File: config.mk
export PLATFORM = sky130hd
export DESIGN_NAME = opcode_sequencer_flat
export DESIGN_NICKNAME = d
export VERILOG_FILES = /design/src/rtl/opcode_sequencer_if.sv /design/src/rtl/opcode_sequencer.sv /design/src/flat_wrapper.sv
export SDC_FILE = /design/constraint.sdc
export NUM_CORES = 1
export LEC_CHECK = 0
export CORE_UTILIZATION = 47
export CTS_BUF_LIST = sky130_fd_sc_hd__clkbuf_16
export DETAILED_ROUTE_END_ITERATION = 10
export PLACE_DENSITY = 0.7
export SETUP_SLACK_MARGIN = 0.02
export SLEW_MARGIN = 20
export SYNTH_ARGS = -nofsm -noshare
export SYNTH_HDL_FRONTEND = slang
export SYNTH_SLANG_ARGS = --single-unit
File: constraint.sdc
create_clock -name CLK -period 4.5 [get_ports CLK]
set_input_delay 0.9 -clock CLK [delete_from_list [all_inputs] [get_ports CLK]]
set_output_delay 0.9 -clock CLK [all_outputs]
set_load 0.05 [all_outputs]
File: src/rtl/opcode_sequencer_if.sv
// Load/control/opcode bundle between a program source and the opcode sequencer.
// The master drives program loading and run control; the slave presents the opcode stream.
interface opcode_sequencer_if;
   logic       LOAD_EN;
   logic [3:0] LOAD_ADDR;
   logic [3:0] LOAD_DATA;
   logic       START;
   logic       HOLD;
   logic [3:0] OPCODE;
   logic       VALID;
   logic [3:0] PC;
   logic       BUSY;
   logic       DONE;

   modport master (
      output LOAD_EN, LOAD_ADDR, LOAD_DATA, START, HOLD,
      input  OPCODE, VALID, PC, BUSY, DONE
   );

   modport slave (
      input  LOAD_EN, LOAD_ADDR, LOAD_DATA, START, HOLD,
      output OPCODE, VALID, PC, BUSY, DONE
   );
endinterface

File: src/rtl/opcode_sequencer.sv
// Small program store plus IDLE/RUN/DONE sequencer that streams one registered opcode per
// unstalled cycle until HALT_OP or the last slot, then parks on NOP_OP.
module opcode_sequencer #(
   parameter int unsigned DEPTH   = 16,
   parameter logic [3:0]  HALT_OP = 4'b1111,
   parameter logic [3:0]  NOP_OP  = 4'b0000
) (
   input logic                CLK,
   input logic                RST,
   opcode_sequencer_if.slave  bus
);

   localparam logic [3:0] LastPc = 4'(DEPTH - 1);

   typedef enum logic [1:0] {StIdle, StRun, StDone} state_e;

   state_e     state_q, state_d;
   logic [3:0] pc_q, pc_d;
   logic [3:0] opcode_q, opcode_d;
   logic       valid_q, valid_d;
   logic [3:0] mem [DEPTH];
   logic [3:0] first_op;
   logic       mem_we;

   // Program store is deliberately outside the reset domain so RST keeps the program.
   assign mem_we = bus.LOAD_EN && !RST && (state_q != StRun);

   always_ff @(posedge CLK) begin
      if (mem_we) begin
         mem[bus.LOAD_ADDR] <= bus.LOAD_DATA;
      end
   end

   // Write-first bypass when a slot-0 load coincides with START.
   assign first_op = (bus.LOAD_EN && (bus.LOAD_ADDR == 4'd0)) ? bus.LOAD_DATA : mem[0];

   always_comb begin
      state_d  = state_q;
      pc_d     = pc_q;
      opcode_d = opcode_q;
      valid_d  = valid_q;
      unique case (state_q)
         StIdle, StDone: begin
            pc_d     = 4'd0;
            opcode_d = NOP_OP;
            valid_d  = 1'b0;
            if (bus.START) begin
               state_d  = StRun;
               opcode_d = first_op;
               valid_d  = 1'b1;
            end
         end
         StRun: begin
            if (!bus.HOLD) begin
               if ((opcode_q == HALT_OP) || (pc_q == LastPc)) begin
                  state_d  = StDone;
                  pc_d     = 4'd0;
                  opcode_d = NOP_OP;
                  valid_d  = 1'b0;
               end else begin
                  pc_d     = pc_q + 4'd1;
                  opcode_d = mem[pc_q + 4'd1];
                  valid_d  = 1'b1;
               end
            end
         end
         default: begin
            state_d  = StIdle;
            pc_d     = 4'd0;
            opcode_d = NOP_OP;
            valid_d  = 1'b0;
         end
      endcase
   end

   always_ff @(posedge CLK) begin
      if (RST) begin
         state_q  <= StIdle;
         pc_q     <= 4'd0;
         opcode_q <= NOP_OP;
         valid_q  <= 1'b0;
      end else begin
         state_q  <= state_d;
         pc_q     <= pc_d;
         opcode_q <= opcode_d;
         valid_q  <= valid_d;
      end
   end

   assign bus.OPCODE = opcode_q;
   assign bus.VALID  = valid_q;
   assign bus.PC     = pc_q;
   assign bus.BUSY   = (state_q == StRun);
   assign bus.DONE   = (state_q == StDone);

endmodule

File: src/flat_wrapper.sv
// flat-port wrapper written by rule: the top's interface ports become plain ports
module opcode_sequencer_flat 
#(
   parameter int unsigned DEPTH   = 16,
   parameter logic [3:0]  HALT_OP = 4'b1111,
   parameter logic [3:0]  NOP_OP  = 4'b0000
)
  (CLK, RST, bus_LOAD_EN, bus_LOAD_ADDR, bus_LOAD_DATA, bus_START, bus_HOLD, bus_OPCODE, bus_VALID, bus_PC, bus_BUSY, bus_DONE);
  opcode_sequencer_if bus_i ();
  input logic CLK;
  input logic RST;
  input wire logic [$bits(bus_i.LOAD_EN)-1:0] bus_LOAD_EN;
  input wire logic [$bits(bus_i.LOAD_ADDR)-1:0] bus_LOAD_ADDR;
  input wire logic [$bits(bus_i.LOAD_DATA)-1:0] bus_LOAD_DATA;
  input wire logic [$bits(bus_i.START)-1:0] bus_START;
  input wire logic [$bits(bus_i.HOLD)-1:0] bus_HOLD;
  output wire logic [$bits(bus_i.OPCODE)-1:0] bus_OPCODE;
  output wire logic [$bits(bus_i.VALID)-1:0] bus_VALID;
  output wire logic [$bits(bus_i.PC)-1:0] bus_PC;
  output wire logic [$bits(bus_i.BUSY)-1:0] bus_BUSY;
  output wire logic [$bits(bus_i.DONE)-1:0] bus_DONE;
  assign bus_i.LOAD_EN = bus_LOAD_EN;
  assign bus_i.LOAD_ADDR = bus_LOAD_ADDR;
  assign bus_i.LOAD_DATA = bus_LOAD_DATA;
  assign bus_i.START = bus_START;
  assign bus_i.HOLD = bus_HOLD;
  assign bus_OPCODE = bus_i.OPCODE;
  assign bus_VALID = bus_i.VALID;
  assign bus_PC = bus_i.PC;
  assign bus_BUSY = bus_i.BUSY;
  assign bus_DONE = bus_i.DONE;
  opcode_sequencer #(.DEPTH(DEPTH), .HALT_OP(HALT_OP), .NOP_OP(NOP_OP)) u_core (.CLK(CLK), .RST(RST), .bus(bus_i));
endmodule
==> impl_metrics.toml <==
[timing]
max_freq_mhz = 350
slew_headroom_pct = 30.5
fin_crit_ns = 2.85
setup_tns_ns = 0
finalSetupViolCount = 0
rsz0062_at_grt = "no"
tightestPinTransition_ns = 1.04
worst_clock_skew_ns = 0.00429
hold_violations = 0
drv_slew = 0
layout_worst_path_cycle_share_pct = 63.4

[detailed_routing]
vias_per_cell = 5.97
drc = 0
ant_nets = 0
initialDrtViolationCount = 133
drt_wl_total_mm = 6.49
num_vias = 1886
routedWlPerCell_um = 20.5
dr.pass1.iters = 4

[floorplanning]
row_count = 29
dieHeight_um = 85.0
design.die.area_um2 = 7220
io_pins = 24
core_area_um2 = 6490
die_w_um = 85.0
start_util_pct = 49.8

[global_routing]
track_usage_pct = 20.0
met1_usage_pct = 27.1
grt_max_degree = 25
grt_use_met3_pct = 3.21
grt_use_met2_pct = 31.2
antenna_found_initial = 0
grt_pass1_vias = 1933
busiest_layer = "met2"
grt_first_pass_wirelength_mm = 10.4
grt_overflow = 0

[setup_path]
timing.rr.end = "u_core.bus.OPCODE[1]$_SDFFE_PP0P_"
cp-startpoint = "u_core.state_q[0]$_SDFFE_PP0P_"
cp-endpoint = "bus_BUSY"
crit_fanout = 7
ff2ff_path_depth = 5
reg2reg_slack_ns = 1.94
arrival_ns = 1.95
critPathLaunchType = "register"
r2r-start = "u_core.bus.PC[1]$_SDFFE_PP0N_"
path_class = "register to output port"
worst_setup_path_end_kind = "output port"
crit_required_ns = 3.60

[clock_tree]
cts_hold_buf = 0
clockBufferDepth = 2
post_cts_buffers = 0
ctsRootBufferMaster = "clkbuf_16"
cts_htree_levels = 3
clk_pin_slew_ns = 0.06
numCtsBuffers = 9
cts_resized = 0
clk_latency_ns = 0.33
cts_tree = "yes"
clock_sinks = 75

[yosys]
synth_cell_types = 33
syn-num-nets = 220
ys_seq_area_share_pct = 66.2
avgSynthCellArea_um2 = 15.7
synth_area_um2 = 3240
synth-seq-cells = 75
synth_cells = 206
ys_warn_count = 0

[finish]
syn2layout_area_growth_pct = 16.0
nets = 248
num-fill-cells = 520
drive_gt1_share_pct = 12.1
multi_input_area_um2 = 997
regArea_um2 = 2140
diodes = 0
fin_cells = 316

[place]
dp_hpwl_mm = 4.26
gp_congestion = 0.795
numPortBuffers = 23
placed_cells = 300

[run]
maxCapViolations = 0

[pwr]
vdd_ir_drop_max_mv = 0.242
p_per_area_nw_per_um2 = 405
power.leakage_nw = 1.19

[outcome]
status = "complete, no violations"

[hold_path]
hp-class = "register to register"
==> how the worst min path moves through the flow <==
stage                                        start  cells past startpoint  slack, ns                                 to
finish               u_core.bus.VALID$_SDFFE_PP0P_                      2       0.56      u_core.bus.VALID$_SDFFE_PP0P_
global route         u_core.bus.VALID$_SDFFE_PP0P_                      2       0.58      u_core.bus.VALID$_SDFFE_PP0P_
CTS                  u_core.bus.VALID$_SDFFE_PP0P_                      2       0.57      u_core.bus.VALID$_SDFFE_PP0P_
detailed placement   u_core.bus.VALID$_SDFFE_PP0P_                      2       0.55      u_core.bus.VALID$_SDFFE_PP0P_
global placement     u_core.bus.VALID$_SDFFE_PP0P_                      2       0.56      u_core.bus.VALID$_SDFFE_PP0P_
floorplan           u_core.state_q[1]$_SDFFE_PP0P_                      2       0.57  u_core.bus.OPCODE[0]$_SDFFE_PP0P_
==> layout make-up <==
type,instances,area share [%]
sequential,75,57.1
multi-input combinational,120,26.6
timing repair buffer,25,6.53
clock buffer,9,6.00
tap,77,2.57
clock inverter,7,0.967
inverter,3,0.300
==> cell families after synthesis <==
| group | count (synthesis) | synth area share (%) |
|---|---|---|
| AO/OA/AOI/OAI | 25 | 6.11 |
| XOR/XNOR | 2 | 0.773 |
| adder cells (fa/ha/maj) | 1 | 0.386 |
| buffers and inverters | 11 | 3.01 |
| flip-flops | 75 | 66.2 |
| multiplexers | 26 | 13.9 |
| AND/OR/NAND/NOR | 66 | 9.63 |
==> worst max-delay path, stage by stage (launching register included) <==
cell and delay [ns]:
dfxtp_1 0.46, nand2b_1 0.15, inv_1 0.19, clkdlybuf4s50_1 0.83
==> cell usage in the layout, fill, tap and decap left out, types with 3 or more instances in the layout <==
cell type / netlist / final
o2111ai_1: 3 / 3
clkbuf_16: 0 / 9
mux2_2: 8 / 8
o21a_1: 5 / 5
nand3_1: 9 / 9
a211oi_1: 7 / 7
nand3b_1: 3 / 3
edfxtp_1: 64 / 64
clkdlybuf4s50_1: 0 / 23
inv_1: 3 / 4
mux2i_1: 6 / 6
mux4_2: 4 / 4
nor2b_1: 4 / 4
nand2b_1: 4 / 4
nand2_1: 7 / 7
dfxtp_1: 11 / 11
nor2_1: 28 / 28
mux4_1: 8 / 8
a222oi_1: 4 / 4
nor3_1: 8 / 8
==> cells in the mapped netlist (all sizes together) <==
master | n | share of area (%)
nor3 | 8 | 1.2
inv | 3 | 0.35
clkbuf | 5 | 1.8
a222oi | 4 | 1.2
nor2b | 4 | 0.77
nor2 | 28 | 3.2
nand4 | 1 | 0.19
mux2i | 6 | 1.9
a22oi | 2 | 0.46
xor2 | 1 | 0.50
nand3 | 9 | 1.4
nor3b | 1 | 0.23
and2b | 1 | 0.27
nand3b | 3 | 0.70
a21oi | 1 | 0.15
o211ai | 1 | 0.23
o21a | 5 | 1.2
ha | 1 | 0.39
a32oi | 1 | 0.27
mux4 | 12 | 9.3
o2111ai | 3 | 0.81
xnor2 | 1 | 0.27
dfxtp | 11 | 6.8
nand2 | 7 | 0.81
edfxtp | 64 | 59
buf | 3 | 0.85
o21ai | 1 | 0.15
mux2 | 8 | 2.8
a211oi | 7 | 1.6
nand2b | 4 | 0.77
==> sequential cells by signal, indices dropped and copies added (netlist names) <==
register           count
u_core.mem            64
u_core.bus.OPCODE      4
u_core.bus.PC          4
u_core.state_q         2
u_core.bus.VALID       1
==> routing by layer <==
layer | part of all wire [%] | vias up
met4 | 1.7 | 0
met5 | 0 | -
met2 | 48 | 57
li1 | - | 881
met1 | 46 | 940
met3 | 3.5 | 8
==> where the power goes <==
group,internal [W],switching [W]
registers,0.000763,0.00000770
logic,0.0000450,0.0000719
clock network,0.000365,0.000268
==> metrics by stage <==
| step | setup slack [ns] | total power (W) | util, % | cell area (µm²) | hold WS [ns] |
|---|---|---|---|---|---|
| global route | 1.51 | 0.00156 | 57.8 | 3750 | 0.585 |
| CTS | 1.67 | 0.00153 | 57.8 | 3750 | 0.566 |
| finish | 1.65 | 0.00152 | 57.8 | 3750 | 0.561 |
| global placement | 1.56 | 0.000901 | 53.8 | 3490 | 0.563 |
| detailed placement | 1.42 | 0.000902 | 53.8 | 3490 | 0.554 |
| floorplan | 2.22 | 0.000858 | - | 3240 | 0.572 |
Power figures use the tool's default switching activity.
